<file path="src/rtl/rv32i_mem_stage_pkg.sv">
// Shared opcode/funct3 encodings and memory-op legality check for the MEM stage.
package rv32i_mem_stage_pkg;

  localparam logic [6:0] OPCODE_LOAD  = 7'b0000011;
  localparam logic [6:0] OPCODE_STORE = 7'b0100011;

  localparam logic [2:0] F3_B  = 3'b000;
  localparam logic [2:0] F3_H  = 3'b001;
  localparam logic [2:0] F3_W  = 3'b010;
  localparam logic [2:0] F3_BU = 3'b100;
  localparam logic [2:0] F3_HU = 3'b101;

  // True when a load/store cannot be issued: unknown width encoding or
  // an address not aligned to the access size.
  function automatic logic mem_op_fault(input logic       is_store,
                                        input logic [2:0] funct3,
                                        input logic [1:0] addr_lo);
    logic illegal;
    logic misaligned;
    if (is_store) illegal = (funct3 >= 3'b011);
    else          illegal = (funct3 == 3'b011) || (funct3[2:1] == 2'b11);
    misaligned = ((funct3[1:0] == 2'b01) && addr_lo[0]) ||
                 ((funct3[1:0] == 2'b10) && (addr_lo != 2'b00));
    return illegal || misaligned;
  endfunction

endpackage

</file>
<file path="src/rtl/rv32i_mem_stage_load_align.sv">
// Selects the addressed byte/half from a raw read word and extends it.
module rv32i_load_align
  import rv32i_mem_stage_pkg::*;
#(
  parameter int WIDTH = 32
) (
  input  logic [WIDTH-1:0] rdata_i,
  input  logic [1:0]       addr_lo_i,
  input  logic [2:0]       funct3_i,
  output logic [WIDTH-1:0] data_o
);

  logic [7:0]  byte_sel;
  logic [15:0] half_sel;

  // Lane select followed by sign/zero extension by funct3.
  always_comb begin
    byte_sel = rdata_i[{addr_lo_i, 3'b000} +: 8];
    half_sel = addr_lo_i[1] ? rdata_i[31:16] : rdata_i[15:0];
    data_o   = '0;
    case (funct3_i)
      F3_B:    data_o = {{24{byte_sel[7]}}, byte_sel};
      F3_BU:   data_o = {24'd0, byte_sel};
      F3_H:    data_o = {{16{half_sel[15]}}, half_sel};
      F3_HU:   data_o = {16'd0, half_sel};
      F3_W:    data_o = rdata_i;
      default: data_o = '0;
    endcase
  end

endmodule

</file>
<file path="src/rtl/rv32i_mem_stage.sv">
// RV32 memory-access stage: runs req/ack data-memory transactions, stalls
// upstream while one is outstanding, and registers the MEM/WB fields.
module rv32i_mem_stage
  import rv32i_mem_stage_pkg::*;
#(
  parameter int WIDTH = 32
) (
  input  logic             i_clk,
  input  logic             i_rst,
  input  logic             i_valid,
  output logic             o_ready,
  input  logic [6:0]       i_opcode,
  input  logic [2:0]       i_funct3,
  input  logic [WIDTH-1:0] i_alu_result,
  input  logic [WIDTH-1:0] i_store_data,
  input  logic [4:0]       i_rd,
  input  logic             i_reg_write,
  input  logic [WIDTH-1:0] i_pc,
  output logic             o_dmem_req,
  output logic             o_dmem_we,
  output logic [WIDTH-1:0] o_dmem_addr,
  output logic [3:0]       o_dmem_be,
  output logic [WIDTH-1:0] o_dmem_wdata,
  input  logic             i_dmem_ack,
  input  logic [WIDTH-1:0] i_dmem_rdata,
  output logic             o_valid,
  output logic [6:0]       o_opcode,
  output logic [WIDTH-1:0] o_alu_result,
  output logic [WIDTH-1:0] o_mem_data,
  output logic [4:0]       o_rd,
  output logic             o_reg_write,
  output logic [WIDTH-1:0] o_pc,
  output logic             o_fault
);

  typedef enum logic {S_IDLE, S_ACCESS} state_e;

  state_e state_q, state_d;

  logic             is_load, is_store, fault, accept, start_mem, done;
  logic             rw_in;
  logic [3:0]       be_d;
  logic [WIDTH-1:0] wdata_d;
  logic [WIDTH-1:0] aligned;

  // Captured transaction (held stable through ACCESS).
  logic [WIDTH-1:0] addr_q, wdata_q, pc_q;
  logic [3:0]       be_q;
  logic [2:0]       f3_q;
  logic [6:0]       op_q;
  logic [4:0]       rd_q;
  logic             we_q, rw_q;

  // MEM/WB output registers.
  logic             wb_valid_q, wb_fault_q, wb_rw_q;
  logic [6:0]       wb_op_q;
  logic [4:0]       wb_rd_q;
  logic [WIDTH-1:0] wb_alu_q, wb_mem_q, wb_pc_q;

  assign is_load   = (i_opcode == OPCODE_LOAD);
  assign is_store  = (i_opcode == OPCODE_STORE);
  assign fault     = (is_load || is_store) &&
                     mem_op_fault(is_store, i_funct3, i_alu_result[1:0]);
  assign accept    = i_valid && o_ready;
  assign start_mem = accept && (is_load || is_store) && !fault;
  assign done      = (state_q == S_ACCESS) && i_dmem_ack;
  assign rw_in     = i_reg_write && (i_rd != 5'd0) && !is_store && !fault;

  // State register.
  always_ff @(posedge i_clk) begin
    if (i_rst) state_q <= S_IDLE;
    else       state_q <= state_d;
  end

  // Next-state: enter ACCESS on a legal memory op, leave on ack.
  always_comb begin
    state_d = state_q;
    case (state_q)
      S_IDLE:   if (start_mem)  state_d = S_ACCESS;
      S_ACCESS: if (i_dmem_ack) state_d = S_IDLE;
      default:  state_d = S_IDLE;
    endcase
  end

  // FSM outputs: stall upstream and request memory while in ACCESS.
  always_comb begin
    o_ready    = (state_q == S_IDLE);
    o_dmem_req = (state_q == S_ACCESS);
  end

  // Store lane enables and replicated write data.
  always_comb begin
    be_d    = '0;
    wdata_d = '0;
    if (is_store) begin
      case (i_funct3[1:0])
        2'b00: begin
          be_d    = 4'b0001 << i_alu_result[1:0];
          wdata_d = {4{i_store_data[7:0]}};
        end
        2'b01: begin
          be_d    = i_alu_result[1] ? 4'b1100 : 4'b0011;
          wdata_d = {2{i_store_data[15:0]}};
        end
        default: begin
          be_d    = 4'b1111;
          wdata_d = i_store_data;
        end
      endcase
    end
  end

  // Capture the memory transaction on acceptance.
  always_ff @(posedge i_clk) begin
    if (i_rst) begin
      addr_q  <= '0;
      wdata_q <= '0;
      pc_q    <= '0;
      be_q    <= '0;
      f3_q    <= '0;
      op_q    <= '0;
      rd_q    <= '0;
      we_q    <= 1'b0;
      rw_q    <= 1'b0;
    end else if (start_mem) begin
      addr_q  <= i_alu_result;
      wdata_q <= wdata_d;
      pc_q    <= i_pc;
      be_q    <= be_d;
      f3_q    <= i_funct3;
      op_q    <= i_opcode;
      rd_q    <= i_rd;
      we_q    <= is_store;
      rw_q    <= rw_in;
    end
  end

  assign o_dmem_we    = we_q;
  assign o_dmem_addr  = {addr_q[WIDTH-1:2], 2'b00};
  assign o_dmem_be    = be_q;
  assign o_dmem_wdata = wdata_q;

  rv32i_load_align #(.WIDTH(WIDTH)) u_load_align (
    .rdata_i   (i_dmem_rdata),
    .addr_lo_i (addr_q[1:0]),
    .funct3_i  (f3_q),
    .data_o    (aligned)
  );

  // MEM/WB register: non-memory and faulting ops retire one cycle after
  // acceptance; memory ops retire on the ack edge from the captured fields.
  always_ff @(posedge i_clk) begin
    if (i_rst) begin
      wb_valid_q <= 1'b0;
      wb_fault_q <= 1'b0;
      wb_rw_q    <= 1'b0;
      wb_op_q    <= '0;
      wb_rd_q    <= '0;
      wb_alu_q   <= '0;
      wb_mem_q   <= '0;
      wb_pc_q    <= '0;
    end else begin
      wb_valid_q <= 1'b0;
      wb_fault_q <= 1'b0;
      if (accept && !start_mem) begin
        wb_valid_q <= 1'b1;
        wb_fault_q <= fault;
        wb_rw_q    <= rw_in;
        wb_op_q    <= i_opcode;
        wb_rd_q    <= i_rd;
        wb_alu_q   <= i_alu_result;
        wb_mem_q   <= '0;
        wb_pc_q    <= i_pc;
      end else if (done) begin
        wb_valid_q <= 1'b1;
        wb_rw_q    <= rw_q;
        wb_op_q    <= op_q;
        wb_rd_q    <= rd_q;
        wb_alu_q   <= addr_q;
        wb_mem_q   <= we_q ? '0 : aligned;
        wb_pc_q    <= pc_q;
      end
    end
  end

  assign o_valid      = wb_valid_q;
  assign o_fault      = wb_fault_q;
  assign o_reg_write  = wb_rw_q;
  assign o_opcode     = wb_op_q;
  assign o_rd         = wb_rd_q;
  assign o_alu_result = wb_alu_q;
  assign o_mem_data   = wb_mem_q;
  assign o_pc         = wb_pc_q;

endmodule

</file>
<file path="config.mk">
export PLATFORM = sky130hd
export DESIGN_NAME = rv32i_mem_stage
export DESIGN_NICKNAME = d
export VERILOG_FILES = /design/src/rtl/rv32i_mem_stage_pkg.sv /design/src/rtl/rv32i_mem_stage_load_align.sv /design/src/rtl/rv32i_mem_stage.sv
export SDC_FILE = /design/constraint.sdc
export NUM_CORES = 1
export LEC_CHECK = 0
export ABC_AREA = 1
export BUFFER_PORTS_ARGS = -buffer_cell sky130_fd_sc_hd__buf_2
export CAP_MARGIN = 20
export CORE_UTILIZATION = 25
export DETAILED_ROUTE_END_ITERATION = 6
export GPL_ROUTABILITY_DRIVEN = 0
export MAX_ROUTING_LAYER = met4
export REMOVE_ABC_BUFFERS = 1
export SLEW_MARGIN = 30
export SYNTH_ARGS = -nofsm -noshare
export SYNTH_HDL_FRONTEND = slang
export SYNTH_HIERARCHICAL = 1
export SYNTH_SLANG_ARGS = --single-unit
</file>
<file path="constraint.sdc">
create_clock -name i_clk -period 3.3 [get_ports i_clk]
set_input_delay 0.66 -clock i_clk [delete_from_list [all_inputs] [get_ports i_clk]]
set_output_delay 0.66 -clock i_clk [all_outputs]
set_load 0.01 [all_outputs]
</file>
==> impl_summary.log <==
INFO  metric timing.final.crit_share = 0.6773
INFO  metric place.detailed.hpwl = 24340 um
INFO  metric syn2layout_area_growth = 24.86%
INFO  metric synth_top_cell_area_share = 0.4230
INFO  metric path_clk_slew = 60 ps
INFO  metric synth.most_common_cell = nand2_1
INFO  metric numCtsBuffers = 27
INFO  metric dieArea = 44190 um^2
INFO  metric synth-seq-area-share = 0.4230
INFO  metric p_sw = between 1500 and 2000 uW
INFO  metric seqPwrFrac = 0.450
INFO  metric post_route_cells_drive_above_1_share = 0.2202
INFO  metric status = finished, final reports clean
INFO  metric critical_path_source_type = flop
INFO  metric boundaryPins = 330
INFO  metric critical_path.max_fanout = 24
INFO  metric number_of_global_route_vias_before_repair = between 10000 and 15000
INFO  metric place_ws = between 500 and 600 ps
INFO  metric required_time_of_the_critical_path = 3780 ps
INFO  metric cts_root_buffer = clkbuf_16
INFO  metric post-synth-top-area-cell = dfxtp_1
INFO  metric drt-total-wl = 35880 um
INFO  metric synth_area = ~11000 um^2
INFO  metric async_flop_share = 0
INFO  metric pwr-share-comb = 0.097
INFO  metric synth_edf_count = 0
INFO  metric number_of_warnings_reported_in_the_yosys_synthesis_log = 6
INFO  metric total_number_of_h_tree_levels = 1
INFO  metric drt_iter0_drc = about 770
INFO  metric routed-via-count = about 11000
INFO  metric antenna_found_initial = 9
INFO  metric grt_max_degree = 66
INFO  metric yosys_register_bits = 229
INFO  metric p_sw_frac = 0.2567
INFO  metric die_width = about 210 um
INFO  metric ys_types = 27
INFO  metric grt_setup_unrepaired = no
INFO  metric timing.max_cap.violations = 0
INFO  metric groute.usage.overall = 0.1611
INFO  metric drt_drc_violations_left = 0
INFO  metric grt_first_pass_wirelength = 55580 um
INFO  metric power-per-cell-area = roughly 470 nW/um^2
INFO  metric timing.hold.worst.class = in -> reg
INFO  metric layout.nets = between 2000 and 2500
INFO  metric initial_utilization = 0.2561
INFO  metric skew = 27.81 ps
INFO  metric arrival = 2720 ps
INFO  metric chipHeight = ~210 um
INFO  metric post_cts_buffers = 0
INFO  metric n_fill_cell = approximately 4700
INFO  metric ant_nets = 0
INFO  metric core = 42320 um^2
INFO  metric setup_ws = about 1100 ps
INFO  metric seqCellArea = roughly 4600 um^2
INFO  metric clock_power_share = 0.452
INFO  metric achievable-frequency = ~450 MHz
INFO  metric yosys-top-cells-count = nand2_1, dfxtp_1, nor2_1, a21oi_1, o21ai_0
INFO  metric tightest_slew = about 800 ps
INFO  metric globalRoute.totalOverflow = 0
INFO  metric clockBufferDepth = 3
INFO  metric multi_input_comb_area = around 5000 um^2
INFO  metric finalSetupViolCount = 0
INFO  metric detail_route.wl_per_cell = around 15 um
INFO  metric post_cts.resized_instances = 0
INFO  metric peakVddDrop = 0.3670 mV
INFO  metric cts_hold_buffers = 0
INFO  metric slew_headroom = 0.4716
INFO  metric first_pass_iters = 5
INFO  metric p_total = around 6400 uW
INFO  metric internal-power = 4742 uW
INFO  metric synthesis.instances = between 1500 and 2000
INFO  metric setup.worst_path.class = reg -> reg
INFO  metric layout_min_cycle_time = roughly 2200 ps
INFO  metric count_of_input_and_output_buffers = 327
INFO  metric synthFlopType = dfxtp_1
INFO  metric worstSetupEndpointType = flop
INFO  metric tritoncts_num_sinks = around 230
INFO  metric hold_slack = approximately 350 ps
INFO  metric timing.final.max_slew_violations = 0
INFO  metric synth_area_leaders = dfxtp_1, nand2_1, nor2_1, a21oi_1, o21ai_0
INFO  metric tritoncts = built
INFO  metric leakage = about 0.0064 uW
INFO  metric clk_latency = about 570 ps
INFO  metric routed_vias_inst = ~4.5
INFO  metric totalNegativeSetupSlack = 0 ps
INFO  metric syn_area_per_cell = around 6.7 um^2
INFO  metric hold_viol_final = 0
INFO  metric fp-row-count = 75
==> flip-flops by register name (all words and copies together) (netlist names), 3 cells and up <==
signal,flops
addr_q,32
f3_q,3
o_alu_result,32
o_dmem_be,4
o_dmem_wdata,32
o_mem_data,32
o_opcode,7
o_pc,32
o_rd,5
op_q,7
pc_q,32
rd_q,5
==> stage by stage <==
step,utilization,cell area (um^2),std cells
after floorplan,-,10040,1475
after global placement,0.2996,12680,2404
after detailed placement,0.2996,12680,2404
after CTS,0.3192,13510,2448
after global routing,0.3197,13530,2457
final,0.3197,13530,2457
==> routing by layer <==
| layer | track usage | wire, um | vias to the layer above |
|---|---|---|---|
| li1 | - | - | 5601 |
| met1 | 0.2026 | 16130 | 5044 |
| met2 | 0.2609 | 16960 | 290 |
| met3 | 0.02354 | 1762 | 47 |
| met4 | 0.06066 | 1023 | 0 |
| met5 | - | 0 | - |
==> cell usage in the layout (no fill, tap or decap) <==
cell,n
nand2_1,401
buf_2,326
dfxtp_1,229
nor2_1,209
a21oi_1,151
o21ai_0,149
nand3_1,137
inv_1,128
clkbuf_16,27
nand3b_1,24
buf_4,20
nor3_1,12
diode_2,9
clkbuf_1,6
buf_12,6
o211ai_1,6
inv_2,5
nand2_4,5
clkinv_2,5
o21ai_1,4
clkbuf_8,4
nor2_2,2
nor2_4,2
conb_1,2
nor2_8,2
nand2_2,2
nand4_1,1
nor3_2,1
inv_4,1
inv_16,1
clkinvlp_4,1
bufinv_16,1
nand3_2,1
==> worst max-delay path: stages (launching register included) <==
cell and delay, ps:
dfxtp_1 600, nand3_2 460, inv_1 400, nand2_1 90, nand2_1 80, inv_1 40, nand2_1 60, inv_1 40
o21ai_0 180, o21ai_0 110, nor2_1 100
==> path summary, 6_finish.rpt <==
kind                            startpoint              to  slack [ps]  cells after the start
worst min-delay path              i_pc[22]        pc_q[22]         350                      3
worst max-delay path               f3_q[1]  o_mem_data[14]        1060                     10
worst max register to register     f3_q[1]  o_mem_data[14]        1060                     10
worst min register to register     op_q[4]         op_q[4]         440                      2
==> area by class of cell <==
type	instances	area share
Antenna cell	9	0.001664
Clock buffer	37	0.05566
Clock inverter	7	0.005733
Inverter	135	0.03773
Multi-Input combinational cell	1111	0.3665
Sequential cell	229	0.3388
Tap cell	577	0.05335
Timing Repair Buffer	352	0.1405
==> power by group through the flow <==
stage	logic, uW	clock network, uW	registers, uW
global placement	620	0	2930
detailed placement	625	0	2930
floorplan	278	0	2960
finish	621	2890	2870
CTS	627	2990	2870
global route	698	3090	2880
==> logic make-up (layout without fill, tap and decap cells) <==
logic type      count (synthesis)  count (layout)  share of synthesized area
other cells                     1              11                  0.0003460
buf+inv                       282             531                     0.1211
flops                         229             229                     0.4230
compound gates                310             310                     0.1445
simple gates                  799             799                     0.3110
No activity file was read; power rests on OpenSTA's default activity.
